### src/rtl/led_pkg.sv
// ============================================================================
// Module   : led_pkg
// Purpose  : Shared mode and direction types for the LED pattern shifter.
// Revision : 1.0 - initial release
// ============================================================================
`default_nettype none

package led_pkg;

  typedef enum logic [1:0] {
    FILL_L = 2'd0,
    FILL_R = 2'd1,
    BOUNCE = 2'd2,
    ROTATE = 2'd3
  } led_mode_e;

  typedef enum logic {
    LEFT  = 1'b0,
    RIGHT = 1'b1
  } dir_e;

endpackage

`default_nettype wire

### src/rtl/led_pattern_shifter_step_timer.sv
// ============================================================================
// Module   : step_timer
// Purpose  : Prescaler that fires a one-cycle tick every period_i+1 run cycles.
// Revision : 1.0 - initial release
// ============================================================================
`default_nettype none

module step_timer #(
  parameter int PER_W = 24
) (
  input  logic             clk_i,
  input  logic             rst_i,
  input  logic             run_i,
  input  logic             clr_i,
  input  logic [PER_W-1:0] period_i,
  output logic             tick_o
);

  logic [PER_W-1:0] r_cnt;
  logic             w_hit;

  // Equality only: a period lowered below the count lets the counter run out and wrap.
  assign w_hit  = (r_cnt == period_i);
  assign tick_o = run_i & w_hit;

  always_ff @(posedge clk_i) begin
    if (rst_i || clr_i || !run_i) begin
      r_cnt <= '0;
    end else if (w_hit) begin
      r_cnt <= '0;
    end else begin
      r_cnt <= r_cnt + 1'b1;
    end
  end

endmodule

`default_nettype wire

### src/rtl/led_pattern_shifter.sv
// ============================================================================
// Module   : led_pattern_shifter
// Purpose  : WIDTH-bit LED pattern stepped in fill/bounce/rotate modes, with blanking and blink.
// Revision : 1.0 - initial release
// ============================================================================
`default_nettype none

module led_pattern_shifter
  import led_pkg::*;
#(
  parameter int WIDTH   = 16,
  parameter int PER_W   = 24,
  parameter int BLINK_W = 24
) (
  input  logic               clk_i,
  input  logic               rst_i,
  input  logic [1:0]         mode_i,
  input  logic               run_i,
  input  logic [PER_W-1:0]   period_i,
  input  logic               step_i,
  input  logic               load_i,
  input  logic [WIDTH-1:0]   switches_i,
  input  logic               off_i,
  input  logic               blink_i,
  output logic [WIDTH-1:0]   leds_o,
  output logic               full_o,
  output logic               step_o,
  output logic               dir_o
);

  localparam logic [WIDTH-1:0] c_seed = WIDTH'(1);

  led_mode_e          w_mode;
  logic               w_tick;
  logic               w_step;
  logic [WIDTH-1:0]   r_pattern;
  logic [WIDTH-1:0]   w_pattern_nxt;
  dir_e               r_dir;
  dir_e               w_dir_nxt;
  logic               r_step;
  logic [BLINK_W-1:0] r_blink_cnt;
  logic               r_phase;

  assign w_mode = led_mode_e'(mode_i);

  step_timer #(
    .PER_W (PER_W)
  ) u_step_timer (
    .clk_i    (clk_i),
    .rst_i    (rst_i),
    .run_i    (run_i),
    .clr_i    (load_i),
    .period_i (period_i),
    .tick_o   (w_tick)
  );

  // A manual request coinciding with a timer tick is still a single step.
  assign w_step = step_i | w_tick;

  always_comb begin
    w_pattern_nxt = r_pattern;
    w_dir_nxt     = r_dir;
    case (w_mode)
      FILL_L: w_pattern_nxt = {r_pattern[WIDTH-2:0], 1'b1};
      FILL_R: w_pattern_nxt = {1'b1, r_pattern[WIDTH-1:1]};
      ROTATE: w_pattern_nxt = {r_pattern[WIDTH-2:0], r_pattern[WIDTH-1]};
      BOUNCE: begin
        if (r_pattern == '0) begin
          w_pattern_nxt = c_seed;
          w_dir_nxt     = LEFT;
        end else if (r_pattern[WIDTH-1] && r_pattern[0]) begin
          w_dir_nxt = (r_dir == LEFT) ? RIGHT : LEFT;
        end else if (r_dir == LEFT) begin
          if (r_pattern[WIDTH-1]) begin
            w_dir_nxt     = RIGHT;
            w_pattern_nxt = r_pattern >> 1;
          end else begin
            w_pattern_nxt = r_pattern << 1;
          end
        end else begin
          if (r_pattern[0]) begin
            w_dir_nxt     = LEFT;
            w_pattern_nxt = r_pattern << 1;
          end else begin
            w_pattern_nxt = r_pattern >> 1;
          end
        end
      end
      default: w_pattern_nxt = r_pattern;
    endcase
  end

  always_ff @(posedge clk_i) begin
    if (rst_i) begin
      r_pattern <= '0;
      r_dir     <= LEFT;
      r_step    <= 1'b0;
    end else if (load_i) begin
      r_pattern <= switches_i;
      r_step    <= 1'b0;
    end else if (w_step) begin
      r_pattern <= w_pattern_nxt;
      r_dir     <= w_dir_nxt;
      r_step    <= 1'b1;
    end else begin
      r_step    <= 1'b0;
    end
  end

  // Blink phase starts visible and flips each time the free-running counter wraps.
  always_ff @(posedge clk_i) begin
    if (rst_i) begin
      r_blink_cnt <= '0;
      r_phase     <= 1'b1;
    end else begin
      r_blink_cnt <= r_blink_cnt + 1'b1;
      if (&r_blink_cnt) begin
        r_phase <= ~r_phase;
      end
    end
  end

  assign leds_o = off_i                ? '0 :
                  (blink_i & ~r_phase) ? '0 : r_pattern;
  assign full_o = &r_pattern;
  assign step_o = r_step;
  assign dir_o  = r_dir;

endmodule

`default_nettype wire

### config.mk
export PLATFORM = sky130hd
export DESIGN_NAME = led_pattern_shifter
export DESIGN_NICKNAME = d
export VERILOG_FILES = /design/src/rtl/led_pkg.sv /design/src/rtl/led_pattern_shifter_step_timer.sv /design/src/rtl/led_pattern_shifter.sv
export SDC_FILE = /design/constraint.sdc
export NUM_CORES = 1
export LEC_CHECK = 0
export ABC_AREA = 1
export CORE_ASPECT_RATIO = 1.75
export CORE_MARGIN = 8
export CORE_UTILIZATION = 34
export DETAILED_ROUTE_END_ITERATION = 8
export GPL_TIMING_DRIVEN = 0
export HOLD_SLACK_MARGIN = 0.03
export PLACE_DENSITY = 0.66
export SYNTH_ARGS = -nofsm -noshare
export SYNTH_HDL_FRONTEND = slang
export SYNTH_SLANG_ARGS = --single-unit
### constraint.sdc
create_clock -name clk_i -period 2.22 [get_ports clk_i]
set_input_delay 0.666 -clock clk_i [delete_from_list [all_inputs] [get_ports clk_i]]
set_output_delay 0.666 -clock clk_i [all_outputs]
set_load 0.02 [all_outputs]
==> results.py, run 1 <==
metrics = {
    "clock_network": {
        "tritoncts.num_buffers": 9,
        "h-tree-depth": 3,
        "root_buffer": "clkbuf_16",
        "cts_tree": "done",
        "clk_pin_slew_worst_paths_ns": 0.06,
        "cts.path.max_buffers": 2,
        "worst_skew_late_latency_ns": 0.34,
        "hold_buffers": 0,
        "cts.sinks": 67,
    },
    "sta": {
        "setup_viol_count_final": 0,
        "max-slew-margin-rel_pct": 60.6,
        "timing_worst_slew_pin_value_ns": 0.591,
        "finalWorstPathRequiredPeriod_ns": 2.18,
        "fin_hold_viols": 0,
        "setup-tns-final_ns": 0,
        "rsz0062_at_grt": "true",
        "max_freq_mhz": 458,
        "fin_crit_sh_pct": 98.3,
        "final_max_tran_viols": 0,
        "worst_hold_slack_ns": 0.450,
        "timing.clock.skew_ns": 0.00696,
    },
    "worst_setup_path": {
        "worst_setup_path_start_kind": "input pin",
        "cp-end-kind": "primary output",
        "critical_path.max_fanout": 6,
        "critical_path_required_ns": 1.55,
        "cp.arrival_ns": 1.52,
        "timing.reg2reg.worst_path_depth": 10,
        "timing.setup.critical_path_class": "in -> out",
        "setup.reg_to_reg.worst_slack_ns": 0.18,
    },
    "power": {
        "power_mw": 3.20,
        "power-per-cell-area_mw_per_mm2": 565,
        "irDropWorstVdd_v": 0.000452,
        "total_leakage_power_nw": 2.16,
    },
    "hold_path": {
        "hold_class": "reg -> reg",
        "holdPathStages": 1,
    },
    "status": {
        "status": "completed",
    },
    "job": {
        "max_cap_violations": 0,
    },
    "global_routing": {
        "overall_overflow_remaining_after_global_route": 0,
        "grt_pass1_vias": 4780,
        "grt_pass1_wl_um": 22400,
        "grt_max_degree": 13,
        "overall_routing_resource_usage_pct": 16.7,
        "antenna_found_initial": 0,
    },
    "placement": {
        "place.gp.congestion": 0.958,
        "count_of_placed_standard_cells_including_taps": 915,
        "port_buffers": 66,
        "hpwl_um": 10600,
    },
    "logic_synthesis": {
        "synth_cells": 681,
        "post_synth.cell_area_avg_sq_um": 6.40,
        "async_flop_share_pct": 0,
        "synth_seq_cells": 67,
        "synthesis.nets": 732,
        "synth.yosys.warnings": 0,
        "netlist-cell-type-count": 38,
        "synth.area.top_cells": "dfxtp_1 31%, nand2_1 15%, nor2_1 7.4%, inv_1 5.7%, o21ai_0 4.4%",
        "synthesis.area_sq_mm": 0.00436,
        "ys_seq_area_share_pct": 30.8,
        "postSynth.topFlopCell": "dfxtp_1",
        "synth_top_area_cell": "dfxtp_1",
        "yosys.area.top_type_share_pct": 30.8,
        "edff_count_synth": 0,
    },
    "finish": {
        "post_route_cells_drive_above_1_share_pct": 14.3,
        "fin_util_pct": 45.3,
        "areaGrowthSynthToFinish_pct": 29.9,
        "final_cells": 938,
        "n_diodes": 0,
        "finish.net_count": 816,
    },
    "die": {
        "core_area_sq_mm": 0.0125,
        "row_count": 54,
        "design.die.area_sq_mm": 0.0168,
        "horizontal_die_dimension_um": 102,
        "die_h_um": 166,
        "floorplan.io_pins": 68,
        "initial_utilization_pct": 34.9,
    },
    "drt": {
        "route.detailed.drc": 0,
        "detailroute.wirelength.met3_um": 694,
        "drt_iter0_markers": 195,
        "routed-wl-met2_um": 7470,
        "route.top_layer_used": "met4",
        "routedLengthMet1_um": 4950,
        "number_of_iterations_in_the_first_detailed_routing_pass": 5,
        "routed_via_density": 5.08,
        "postRouteAntennaNets": 0,
        "routed-via-count": 4761,
        "wl_um": 13900,
        "wire_length_per_cell_um": 14.8,
    },
}
sequential cells by signal (all words and copies together) (netlist names):
signal,cells
u_step_timer.r_cnt,24
dir_o,1
r_phase,1
r_blink_cnt,24
r_pattern,16
step_o,1
layout by cell type (no fill, tap or decap), drive strengths merged:
cell           instances
o2111ai                6
dlymetal6s2s           1
a21boi                 1
clkinvlp               3
nand2                178
mux2i                  3
o21ai                 41
nand4                 14
nor3                  38
xor2                   9
o221ai                 1
nor3b                 11
xnor2                 18
buf                   38
nor2                  99
o22ai                 10
inv                   66
nor4                   4
ha                     2
dlygate4sd2            1
clkinv                 4
dfxtp                 67
nand3                 42
a21oi                 35
and3                   1
nand3b                 2
or2                    4
clkbuf                20
o211ai                 4
clkdlybuf4s50         47
final cells by class:
class,count,area (sq um)
inverters,67,251
well taps,168,210
plain buffers,24,179
multi-input cells,523,2740
clock inverters,6,41.3
clock buffers,10,239
fillers,1339,6840
flip-flops and latches,67,1340
repair buffers,73,653
timing repair:
| action | CTS | global route |
|---|---|---|
| gates resized for setup | 111 | 30 |
| cloned | 1 | 0 |
| pin swaps | 2 | 1 |
| endpoints found under the setup margin | 34 | 24 |
| setup buffers | 3 | 3 |
kinds of logic (layout without fill, tap and decap cells):
group	Yosys count	count (layout)	share of synthesized area [%]
compound gates	98	98	12.4
xor+xnor	27	27	5.43
fa+ha+maj	2	2	0.574
buf+inv	91	180	8.27
flops	67	67	30.8
mux	3	3	0.689
simple gates	393	393	41.8
through the flow:
| step | worst slack [ns] | area [sq um] |
|---|---|---|
| global route | -0.0146 | 5660 |
| floorplan | 0.0283 | 4360 |
| global placement | -1.02 | 5230 |
| detailed placement | -1.08 | 5230 |
| finish | 0.0371 | 5660 |
| CTS | 0.0155 | 5540 |
cell usage after synthesis, drive strengths merged (6+ instances only):
cell,count
a21oi,35
buf,15
nand4,14
nand2,178
inv,66
clkbuf,9
nor3,38
dfxtp,67
xnor2,18
nand3,42
o2111ai,6
nor3b,11
xor2,9
nor2,99
o21ai,41
o22ai,10
worst max-delay path, cell delays in order:
cell	delay (ns)
dlygate4sd2_1	0.24
inv_2	0.06
nor2_4	0.05
buf_4	0.17
nor3_1	0.13
buf_2	0.19
power breakdown:
part           switching, mW  internal [mW]  leakage (nW)
logic                  0.322          0.252          1.48
registers             0.0491           1.24         0.545
clock network          0.556          0.783         0.130
final timing paths:
check                   end      startpoint
max               leds_o[4]         blink_i
min          r_blink_cnt[0]  r_blink_cnt[0]
min reg2reg  r_blink_cnt[0]  r_blink_cnt[0]
max reg2reg    r_pattern[2]    r_pattern[0]
layer usage:
layer	vias up	track usage (%)
li1	2406	-
met1	2130	15.0
met2	166	31.2
met3	59	3.02
met4	0	12.7
met5	-	0
Note: power is estimated with default switching activity, not from simulation.
==> inputs of run 2 (changes only) <==
- GPL_TIMING_DRIVEN: 0 -> default
- PLACE_DENSITY: 0.66 -> 0.68
- SLEW_MARGIN: default -> 5
- clock period: 2.22 -> 1.8 ns (I/O delays scaled with it)
==> results.py, run 2 (synthesized netlist as in run 1, its figures left out) <==
metrics = {
    "sta": {
        "timing_worst_slew_pin_value_ns": 0.313,
        "finalWorstPathRequiredPeriod_ns": 1.85,
        "rsz0062_at_grt": "true",
        "setup_viol_count_final": 1,
        "fin_crit_sh_pct": 103,
        "timing.clock.skew_ns": 0.00839,
        "postLayoutSetupSlackWorst_ns": -0.0538,
        "fin_hold_viols": 0,
        "max-slew-margin-rel_pct": 78.9,
        "max_freq_mhz": 539,
        "setup-tns-final_ns": -0.0538,
        "final_max_tran_viols": 0,
    },
    "drt": {
        "route.detailed.drc": 0,
        "number_of_iterations_in_the_first_detailed_routing_pass": 5,
        "wl_um": 14100,
        "routed-via-count": 5047,
        "drt_iter0_markers": 210,
        "wire_length_per_cell_um": 13.9,
        "postRouteAntennaNets": 0,
        "routed_via_density": 4.98,
    },
    "worst_setup_path": {
        "setup.reg_to_reg.worst_slack_ns": 0.07,
        "cp-end-kind": "primary output",
        "critical_path.endpoint": "full_o",
        "timing.reg2reg.worst_path_depth": 11,
        "cp.arrival_ns": 1.31,
        "timing.setup.critical_path_class": "reg -> out",
        "worst_setup_path_start_kind": "flop",
        "regToRegStartpoint": "u_step_timer.r_cnt[1]",
        "timing.critical_path.from": "r_pattern[2]",
        "critical_path.max_fanout": 5,
        "reg2reg_to": "u_step_timer.r_cnt[22]",
        "critical_path_required_ns": 1.26,
    },
    "power": {
        "total_leakage_power_nw": 2.78,
        "irDropWorstVdd_v": 0.000459,
        "power-per-cell-area_mw_per_mm2": 640,
        "power_mw": 4.32,
    },
    "status": {
        "violations": "setup timing",
        "status": "finished with violations",
    },
    "placement": {
        "hpwl_um": 10400,
        "place.gp.congestion": 0.926,
        "port_buffers": 67,
        "post_dp_cell_area_sq_mm": 0.00586,
    },
    "finish": {
        "largestRegisters": "r_blink_cnt x24, u_step_timer.r_cnt x24, r_pattern x16",
        "n_diodes": 0,
        "layout_common_cells": "163 x nand2_1, 100 x buf_4, 72 x nor2_1",
        "fin_util_pct": 54.0,
        "final_cell_area_sq_mm": 0.00675,
        "finish.net_count": 892,
        "post_route_cells_drive_above_1_share_pct": 31.0,
        "final_common_cell": "nand2_1",
        "areaGrowthSynthToFinish_pct": 55.0,
    },
    "die": {
        "row_count": 54,
        "die_h_um": 166,
        "core_area_sq_mm": 0.0125,
        "initial_utilization_pct": 34.9,
        "horizontal_die_dimension_um": 102,
        "floorplan.io_pins": 68,
        "design.die.area_sq_mm": 0.0168,
    },
    "clock_network": {
        "tritoncts.num_buffers": 9,
        "cts.path.max_buffers": 2,
        "root_buffer": "clkbuf_16",
        "h-tree-depth": 3,
        "cts.sinks": 67,
        "cts_tree": "done",
        "clk_pin_slew_worst_paths_ns": 0.06,
        "worst_skew_late_latency_ns": 0.34,
    },
    "hold_path": {
        "hold_class": "reg -> reg",
        "min-delay-start": "r_blink_cnt[0]",
    },
    "global_routing": {
        "grt_pass1_vias": 4994,
        "overall_routing_resource_usage_pct": 16.6,
        "grt_pass1_wl_um": 22400,
        "overall_overflow_remaining_after_global_route": 0,
        "antenna_found_initial": 0,
        "grt_max_degree": 20,
    },
    "job": {
        "max_cap_violations": 0,
    },
}
run 2: cell count changes in the layout (fill, tap and decap cells not counted), moves of 13 or more:
cell	delta
buf_2	-17
buf_4	+86
buf_6	+16
clkdlybuf4s50_1	-27
dlygate4sd2_1	+18
inv_1	-13
run 2: how the worst min path moves through the flow:
stage / depth (start not counted) / to
floorplan: 1 / r_blink_cnt[0]
global placement: 1 / r_blink_cnt[0]
detailed placement: 1 / r_blink_cnt[0]
CTS: 1 / r_blink_cnt[0]
global route: 1 / r_blink_cnt[0]
finish: 1 / r_blink_cnt[0]
run 2: repair_timing:
item | CTS | global route
hold endpoints to repair | 0 | 0
buffers inserted | 4 | 9
endpoints found under the setup margin | 35 | 47
hold buffers | 0 | 0
pin swaps | 16 | 43
cloned | 5 | 0
gates resized for setup | 197 | 93
run 2: report_power, final:
group | switching (mW) | internal (mW) | leakage (nW) | total (mW)
Sequential | 0.0411 | 1.52 | 0.550 | 1.57
Clock | 0.716 | 1.10 | 0.148 | 1.81
Combinational | 0.484 | 0.461 | 2.08 | 0.945
Total | 1.24 | 3.08 | 2.78 | 4.32
run 2: cell type report:
type                            instances  area, sq um
Tap cell                              168          210
Fill cell                            1197         5750
Multi-Input combinational cell        523         3070
Sequential cell                        67         1370
Timing Repair Buffer                  173         1540
Clock inverter                          7         81.3
Inverter                               67          259
Clock buffer                            9          225
run 2: worst max-delay path, stage by stage, from the launching register on:
cell and delay [ns]:
dfxtp_4 0.37, nand4_1 0.16, nor4_2 0.27, buf_4 0.18
run 2: per-layer routing:
layer | GRT usage (%) | up-vias | part of all wire, %
met1 | 15.2 | 2259 | 34
met2 | 31.1 | 166 | 55
met5 | 0 | - | 0
met3 | 2.81 | 50 | 5.1
li1 | - | 2572 | -
met4 | 12.3 | 0 | 4.9
run 2: through the flow:
| stage | cells | hold WS (ns) | worst slack, ns |
|---|---|---|---|
| floorplan | 681 | 0.418 | -0.135 |
| global placement | 983 | 0.435 | -1.22 |
| detailed placement | 983 | 0.444 | -1.29 |
| CTS | 1008 | 0.455 | -0.0697 |
| global route | 1014 | 0.457 | -0.124 |
| finish | 1014 | 0.449 | -0.0538 |
